$ cat src/rtl/nibble_fetch_decode.sv
// nibble_fetch_decode: fetch/decode controller for the 4-bit nibble datapath.
// Latency: 2 cycles per single-byte instruction (FETCH, EXEC); 3 cycles per jump (FETCH, EXEC, JMP2).
// Backpressure: none; the ROM is combinational and the datapath always accepts its controls.
//
// Ports:
//   CLK, RESET       clock and synchronous active-low reset
//   PROG_BYTE        ROM word at address PC (same cycle)
//   C_IN, Z_IN       ALU carry/borrow and zero, latched by ADDI/SUBI/CMPI
//   PC               ROM address
//   OPRND            immediate nibble (IR[3:0]) for the input bus driver
//   F                ALU function code
//   ENB1/ENB2/ENACU  input bus, output bus and accumulator enables
//   PHASE            0 = FETCH or HALT, 1 = EXEC or JMP2
//   HALTED           high while halted
module nibble_fetch_decode #(
  parameter int PC_W    = 12,
  parameter int INSTR_W = 8
) (
  input  logic               CLK,
  input  logic               RESET,
  input  logic [INSTR_W-1:0] PROG_BYTE,
  input  logic               C_IN,
  input  logic               Z_IN,
  output logic [PC_W-1:0]    PC,
  output logic [3:0]         OPRND,
  output logic [2:0]         F,
  output logic               ENB1,
  output logic               ENB2,
  output logic               ENACU,
  output logic               PHASE,
  output logic               HALTED
);

  typedef enum logic [1:0] {
    S_FETCH = 2'b00,
    S_EXEC  = 2'b01,
    S_JMP2  = 2'b10,
    S_HALT  = 2'b11
  } state_t;

  localparam logic [PC_W-1:0] PC_ONE = {{(PC_W-1){1'b0}}, 1'b1};

  state_t             state, state_nxt;
  logic [PC_W-1:0]    pc, pc_nxt;
  logic [INSTR_W-1:0] ir, ir_nxt;
  logic               cf, cf_nxt;
  logic               zf, zf_nxt;
  logic [3:0]         opcode;
  logic               taken;

  assign opcode = ir[7:4];

  // Condition for the two-byte jumps; only meaningful in JMP2.
  always_comb begin
    taken = 1'b0;
    case (opcode)
      4'h7:    taken = cf;
      4'h8:    taken = zf;
      4'h9:    taken = ~cf;
      4'hA:    taken = 1'b1;
      default: taken = 1'b0;
    endcase
  end

  always_ff @(posedge CLK) begin
    if (!RESET) begin
      state <= S_FETCH;
      pc    <= '0;
      ir    <= '0;
      cf    <= 1'b0;
      zf    <= 1'b0;
    end else begin
      state <= state_nxt;
      pc    <= pc_nxt;
      ir    <= ir_nxt;
      cf    <= cf_nxt;
      zf    <= zf_nxt;
    end
  end

  always_comb begin
    state_nxt = S_FETCH;
    pc_nxt    = pc;
    ir_nxt    = ir;
    cf_nxt    = cf;
    zf_nxt    = zf;
    F         = 3'b000;
    ENB1      = 1'b0;
    ENB2      = 1'b0;
    ENACU     = 1'b0;
    case (state)
      S_FETCH: begin
        ir_nxt    = PROG_BYTE;
        pc_nxt    = pc + PC_ONE;
        state_nxt = S_EXEC;
      end
      S_EXEC: begin
        state_nxt = S_FETCH;
        case (opcode)
          4'h1: begin F = 3'b010; ENB1 = 1'b1; ENACU = 1'b1; end
          4'h2: begin
            F = 3'b011; ENB1 = 1'b1; ENACU = 1'b1;
            cf_nxt = C_IN; zf_nxt = Z_IN;
          end
          4'h3: begin
            F = 3'b001; ENB1 = 1'b1; ENACU = 1'b1;
            cf_nxt = C_IN; zf_nxt = Z_IN;
          end
          // Compare: subtract for the flags only, accumulator untouched.
          4'h4: begin
            F = 3'b001; ENB1 = 1'b1;
            cf_nxt = C_IN; zf_nxt = Z_IN;
          end
          4'h5: begin F = 3'b100; ENB1 = 1'b1; ENACU = 1'b1; end
          4'h6: ENB2 = 1'b1;
          4'h7, 4'h8, 4'h9, 4'hA: state_nxt = S_JMP2;
          4'hB: state_nxt = S_HALT;
          default: ;
        endcase
      end
      // PC already points at the low target byte, so PROG_BYTE is that byte.
      S_JMP2: begin
        pc_nxt    = taken ? {ir[3:0], PROG_BYTE} : pc + PC_ONE;
        state_nxt = S_FETCH;
      end
      S_HALT: state_nxt = S_HALT;
      default: state_nxt = S_FETCH;
    endcase
  end

  assign PC     = pc;
  assign OPRND  = ir[3:0];
  assign PHASE  = (state == S_EXEC) || (state == S_JMP2);
  assign HALTED = (state == S_HALT);

endmodule

$ cat config.mk
export PLATFORM = sky130hd
export DESIGN_NAME = nibble_fetch_decode
export DESIGN_NICKNAME = d
export VERILOG_FILES = /design/src/rtl/nibble_fetch_decode.sv
export SDC_FILE = /design/constraint.sdc
export NUM_CORES = 1
export LEC_CHECK = 0
export ABC_AREA = 0
export CAP_MARGIN = 20
export CORE_UTILIZATION = 52
export DETAILED_ROUTE_END_ITERATION = 8
export GPL_TIMING_DRIVEN = 0
export PLACE_DENSITY = 0.81
export SYNTH_ARGS = -nofsm -noshare
export SYNTH_HDL_FRONTEND = slang
export SYNTH_SLANG_ARGS = --single-unit
export TNS_END_PERCENT = 1
$ cat constraint.sdc
create_clock -name CLK -period 4.4 [get_ports CLK]
set_input_delay 0.44 -clock CLK [delete_from_list [all_inputs] [get_ports CLK]]
set_output_delay 0.44 -clock CLK [all_outputs]
set_load 0.005 [all_outputs]
==> summary.txt, run 1 <==
Critical path endpoint: ENB2
Reg2Reg Launch Point: ir[7]
Number of global-route vias before repair: 1197
Worst-path clk slew: 0.14 ns
Routed length per instance: 15.85 µm
First-pass GRT wire length: 5699 µm
R2r endpoint: PC[5]
Worst hold slack: 0.5335 ns
Initial Utilization: 56.29%
Drt first pass iters: 4
Leak: 0.7357 nW
Fmax: 418.5 MHz
Synth Area per Inst: 8.736 µm²
Num CTS Buffers: 3
Max VDD drop: 0.2038 mV
Final Hold Fails: 0
Register bit count reported by yosys: 24
TritonCTS clock tree: built
Worst reg2reg path depth: 6
Slowest-stage cell, CP: clkdlybuf4s50_1
Fin Setup TNS: 0 ns
CP max stage delay: 0.53 ns
Number of vias per cell: 6.082
Synth Warn #: 0
Top_reg_cell synth: dfxtp_1
DR DRC count: 0
Max-slew violations: 0
Ys async rst share: 0%
Worst path required time: 3.96 ns
Detail Placement HPWL: 2727 µm
Vias: 1411
Clk buf depth: 2
CTS Sinks: 24
Max cap viols: 0
I/O Pins: 36
Crit. Startpoint: state[1]
Total global routing overflow: 0
Initial antenna violation count: 0
Post-Syn Area: 1433 µm²
R2R Setup Slk: 2.53 ns
Syn nets: 181
Crit path cell chain: inv_1, ha_1, and2b_2, nand2_1, nor3b_1, clkdlybuf4s50_1
Area share of the largest cell type after synthesis: 33.54%
Skew final: 0.01051 ns
PostCTS Resize Cnt: 0
RSZ-0062 raised after global routing: false
P&R area growth vs syn: 28.65%
PwrDens: 234.0 nW/µm²
Final period util: 54.31%
GR Util All Layers: 27.40%
Layout cells sized above 1: 11.39%
I/O Buffers: 35
# nets final: 221
Register area share after synthesis: 33.54%
Critical Path Source Type: flip-flop
CTS root buffer: clkbuf_4
Std cell rows: 18
Antenna cells: 0
Cell accounting for the most synthesized area: dfxtp_1
Starting DRT DRC Count: 73
Outcome: finished, final reports clean
H-tree levels: 1
Final critical-path required period: 2.390 ns
Synth top cells by count: dfxtp_1 (24), nor2_1 (19), nand3_1 (12), nand2_1 (11), mux2i_1 (10)
Die Ht: 54.49 µm
Routed Antenna Nets: 0
Top cells by area, synth: dfxtp_1 (34%), mux2i_1 (7.0%), nor2_1 (5.0%)
Yosys cell types: 41
Most common cell in the netlist: dfxtp_1
Synth Instances: 164
Hold_buf cts: 0
Crit end category: output port
Post-CTS Setup Inserts: 0
Hold Path Class: reg -> reg
Critical Setup Path Class: reg -> out
Worst skew pair latency: 0.32 ns
Die Wd: 54.49 µm
WP data arrival: 1.95 ns
Routability Congestion: 0.8775
Worst-margin pin slew: 0.6690 ns
Overall power: 431.3 µW
Relative slew slack: 55.40%
Largest net degree at the start of global routing: 13
Core area: 2545 µm²
EDFF count, synth: 0
# setup viols final: 0
Die Area: 2969 µm²
Critical path peak fanout: 4
Total wire length: 3678 µm
-- through the flow --
stage               utilization (%)  cells  setup slack, ns  area [µm²]
floorplan                         -    164            2.781        1433
global placement              71.53    229            2.442        1821
detailed placement            71.53    229            2.381        1821
CTS                           72.42    232            1.990        1843
global route                  72.42    232            1.847        1843
finish                        72.42    232            2.010        1843
-- critical path: cells and delay by family (launching register included) --
family | cells | cell delay, ns
buffers and inverters | 2 | 0.62
AND/OR/NAND/NOR | 3 | 0.48
flip-flops | 1 | 0.36
adder cells (fa/ha/maj) | 1 | 0.18
-- power by group --
part | switching (mW) | internal, mW
combinational | 0.0416 | 0.0521
sequential | 0.0110 | 0.227
clock | 0.0674 | 0.0321
-- layout by cell type, fill, tap and decap left out, drive strengths merged, types with 3 or more instances in the layout --
cell,Yosys,layout
buf,9,9
mux2i,10,10
clkbuf,4,7
and3,5,5
dfxtp,24,24
a22oi,8,8
nor3,5,5
a21oi,4,4
nor2,19,19
ha,5,5
a31oi,8,8
clkdlybuf4s50,0,35
inv,4,4
o21ai,3,3
nand3,12,12
nand2,11,11
or4,6,6
nand4b,4,4
xor2,3,3
-- sequential cells by signal (all words and copies together) (netlist names) --
signal  flops
zf          1
PC         12
cf          1
ir          8
state       2
-- worst min path at each step --
stage	from	endpoint	slack, ns	depth (start not counted)
floorplan	zf	zf	0.46	2
global placement	zf	zf	0.50	2
detailed placement	zf	zf	0.51	2
CTS	zf	zf	0.54	2
global route	zf	zf	0.57	2
finish	zf	zf	0.53	2
-- layer usage --
metal  up-vias  GRT usage (%)  part of all wire (%)
li1        678              -                     -
met1       663          37.58                    45
met2        61          44.51                    47
met3         9          4.167                   6.7
met4         0          6.838                   1.2
met5         -              0                     0
-- cells by family (layout without fill, tap and decap cells) --
logic type                 after synthesis  after routing  share of synthesized area (%)
AOI/OAI and AO/OA                       29             29                          14.59
buffers and inverters                   17             55                          9.432
DFF                                     24             24                          33.54
adders and majority gates                5              5                          4.367
and+or+nand+nor                         75             75                          28.47
muxes                                   11             11                          7.773
xor gates and xnor gates                 3              3                          1.834
-- area by class of cell --
cell class | count | area (µm²)
Tap cell | 30 | 37.54
Clock buffer | 3 | 22.52
Fill cell | 200 | 701.9
Buffer | 13 | 120.1
Inverter | 4 | 15.01
Multi-Input combinational cell | 123 | 817.0
Timing Repair Buffer | 35 | 350.3
Sequential cell | 24 | 480.5
Note: power is estimated with default switching activity, not from simulation.
==> inputs of run 2 (changes only) <==
--- a/config.mk
+++ b/config.mk
@@ -7,10 +7,10 @@
 export LEC_CHECK = 0
 export ABC_AREA = 0
 export CAP_MARGIN = 20
-export CORE_UTILIZATION = 52
+export CORE_UTILIZATION = 44
 export DETAILED_ROUTE_END_ITERATION = 8
 export GPL_TIMING_DRIVEN = 0
-export PLACE_DENSITY = 0.81
+export PLACE_DENSITY = 0.73
 export SYNTH_ARGS = -nofsm -noshare
 export SYNTH_HDL_FRONTEND = slang
 export SYNTH_SLANG_ARGS = --single-unit
==> constraint.sdc (replaced) <==
create_clock -name CLK -period 2.1 [get_ports CLK]
set_input_delay 0.21 -clock CLK [delete_from_list [all_inputs] [get_ports CLK]]
set_output_delay 0.21 -clock CLK [all_outputs]
set_load 0.005 [all_outputs]
==> run 2 against run 1 <==
- via count fell by 0.71%
- first-iteration DRC count rose by 19%
- combinational power rose by 110%
- global-route usage fell by 4.3 points
- register-to-register slack got worse by 2.3 ns
- power rose by 110%
- clock-buffer cell count did not move
- sequential share of layout area fell by 0.25 points
- sequential cell count did not move
- non-clock buffer count did not move
- clock power rose by 110%
==> summary.txt, run 2 (synthesized netlist as in run 1, its figures left out) <==
WP data arrival: 1.81 ns (-0.14 ns)
# nets final: 221 (unchanged)
DR DRC count: 0 (unchanged)
Placed cell count: 243 (+6.1%)
Die Ht: 59.06 µm (+8.4%)
Crit path top cell by count: inv_1
CTS Sinks: 24 (unchanged)
Total global routing overflow: 0 (unchanged)
Final Core Density: 60.77% (-12 points)
Die Wd: 59.06 µm (+8.4%)
Layout cells sized above 1: 12.87% (+1.5 points)
Final critical-path required period: 2.018 ns
Routability Congestion: 0.8269 (-5.8%)
# setup viols final: 0 (unchanged)
I/O Buffers: 35 (unchanged)
Critical Path Source Type: flip-flop
H-tree levels: 1 (unchanged)
Worst-path clk slew: 0.13 ns (about the same)
CP delay by family, top: buffers and inverters
Crit path cell chain: inv_1, ha_2, and2b_2, nand2_1, inv_1, clkdlybuf4s50_1
Num CTS Buffers: 3 (unchanged)
Leak: 0.7786 nW (+5.8%)
PwrDens: 483.0 nW/µm² (+110%)
GR Util All Layers: 23.07% (-4.3 points)
Final period util: 96.09%
Critical Setup Path Class: reg -> out
Die Area: 3488 µm² (+17%)
Overall power: 903.5 µW (+110%)
Number of vias per cell: 5.695 (-6.4%)
Vias: 1401 (-0.71%)
Largest net degree at the start of global routing: 13 (unchanged)
Final Hold Fails: 0 (unchanged)
Crit path buf inv count: 3 (+1)
Layout Cells excl Fill: 246 (+6.0%)
Crit end category: output port
Antenna cells: 0 (unchanged)
Initial antenna violation count: 0 (unchanged)
Relative slew slack: 55.36% (about the same)
Fmax: 495.6 MHz
Clk buf depth: 2 (unchanged)
Skew final: 0.007649 ns (-0.002863 ns)
Worst skew pair latency: 0.32 ns (about the same)
First-pass GRT wire length: 6016 µm (+5.6%)
P&R area growth vs syn: 30.57%
Most frequent cells in the layout: clkdlybuf4s50_1 (31), dfxtp_1 (22), nor2_1 (19)
Routed length per instance: 15.40 µm (-2.9%)
Number of global-route vias before repair: 1326 (+11%)
Critical path peak fanout: 4 (unchanged)
Initial Utilization: 46.54% (-9.7 points)
Detail Placement HPWL: 2703 µm (-0.85%)
TritonCTS clock tree: built
Worst path required time: 1.89 ns (-2.07 ns)
CP max stage delay: 0.49 ns (-0.04 ns)
I/O Pins: 36 (unchanged)
Routed Antenna Nets: 0 (unchanged)
Worst-margin pin slew: 0.6696 ns (+0.0006113 ns)
Slowest-stage cell, CP: clkdlybuf4s50_1
Core area: 3078 µm² (+21%)
Commonest non-fill, non-tap cell in the layout: clkdlybuf4s50_1
Final worst setup slack: 0.08208 ns (-1.928 ns)
Max reg flops: 12 (unchanged)
RSZ-0062 raised after global routing: true
CTS root buffer: clkbuf_4
Hold_buf cts: 0 (unchanged)
Max-slew violations: 0 (unchanged)
Drt first pass iters: 4 (unchanged)
Std cell rows: 20 (+2)
Outcome: finished, final reports clean
Post-CTS Setup Inserts: 0 (unchanged)
Starting DRT DRC Count: 87 (+19%)
Pre-CTS setup slack: 0.2954 ns (-2.086 ns)
Max VDD drop: 0.3251 mV (+60%)
Total wire length: 3788 µm (+3.0%)
Max cap viols: 0 (unchanged)
Hold Path Class: in -> reg
[run 2: cell types whose count changed in the layout (fill, tap and decap cells not counted), sizes merged]
cell,change
dlygate4sd2,+2
dlymetal6s2s,+2
clkdlybuf4s50,-4
[run 2: power by group]
part	switching, mW	internal, mW
Combinational	0.0872	0.109
Clock	0.141	0.0673
Sequential	0.0233	0.476
[run 2: timing repair]
| action | 4_1_cts | 5_1_grt |
|---|---|---|
| endpoints found under the setup margin | 2 | 3 |
| pin swaps | 0 | 0 |
| resized for setup | 3 | 6 |
[run 2: cell type report]
cell class                      count  area (µm²)
Fill cell                         282        1207
Multi-Input combinational cell    123       819.5
Sequential cell                    24       483.0
Timing Repair Buffer               35       352.8
Buffer                             13       122.6
Tap cell                           44       55.05
Clock buffer                        3       22.52
Inverter                            4       15.01
[run 2: through the flow]
step | hold slack (ns) | setup TNS (ns) | instance area [µm²]
after floorplan | 0.3510 | 0 | 1433
after global placement | 0.5018 | 0 | 1838
after detailed placement | 0.5121 | 0 | 1838
after CTS | 0.4480 | 0 | 1861
after global routing | 0.4843 | -0.02056 | 1871
final | 0.4638 | 0 | 1871
[run 2: path summary, 6_finish.rpt]
check	start	endpoint	slack [ns]	cells past startpoint
worst min register to register	zf	zf	0.54	2
worst max-delay path	state[1]	F[0]	0.08	6
worst min-delay path	RESET	PC[1]	0.46	3
worst max register to register	state[0]	PC[10]	0.23	6
[run 2: worst reg2reg max path, stage by stage (launching register included)]
cell	delay, ns
dfxtp_1	0.38
inv_1	0.08
ha_1	0.25
nor2_1	0.47
clkbuf_4	0.36
a22oi_1	0.09
a31oi_1	0.18
[run 2: per-layer routing]
layer | global-route usage (%) | vias up | wire length (µm)
met4 | 11.56 | 0 | 75
li1 | - | 675 | -
met2 | 36.20 | 64 | 1777
met5 | 0 | - | 0
met1 | 30.50 | 654 | 1651
met3 | 3.930 | 8 | 284
==> inputs of run 3 (changes only) <==
--- a/config.mk
+++ b/config.mk
@@ -5,12 +5,11 @@
 export SDC_FILE = /design/constraint.sdc
 export NUM_CORES = 1
 export LEC_CHECK = 0
-export ABC_AREA = 0
 export CAP_MARGIN = 20
-export CORE_UTILIZATION = 44
+export CORE_UTILIZATION = 52
 export DETAILED_ROUTE_END_ITERATION = 8
 export GPL_TIMING_DRIVEN = 0
-export PLACE_DENSITY = 0.73
+export PLACE_DENSITY = 0.81
 export SYNTH_ARGS = -nofsm -noshare
 export SYNTH_HDL_FRONTEND = slang
 export SYNTH_SLANG_ARGS = --single-unit
==> constraint.sdc (replaced) <==
create_clock -name CLK -period 2.5 [get_ports CLK]
set_input_delay 0.25 -clock CLK [delete_from_list [all_inputs] [get_ports CLK]]
set_output_delay 0.25 -clock CLK [all_outputs]
set_load 0.005 [all_outputs]
==> results of run 3 <==
The final DEF is identical to that of run 1. Status: finished, final reports clean.
Main changes from that run: setup slack after placement 2.381 ns -> 0.6654 ns; setup slack after layout 2.010 ns -> 0.3005 ns; hold slack 0.5335 ns -> 0.5058 ns; register-to-register setup slack 2.53 ns -> 0.63 ns; end point of the worst hold path zf -> PC[1]; total power 0.4313 mW -> 0.7592 mW; worst IR drop on VDD 0.2038 mV -> 0.3587 mV
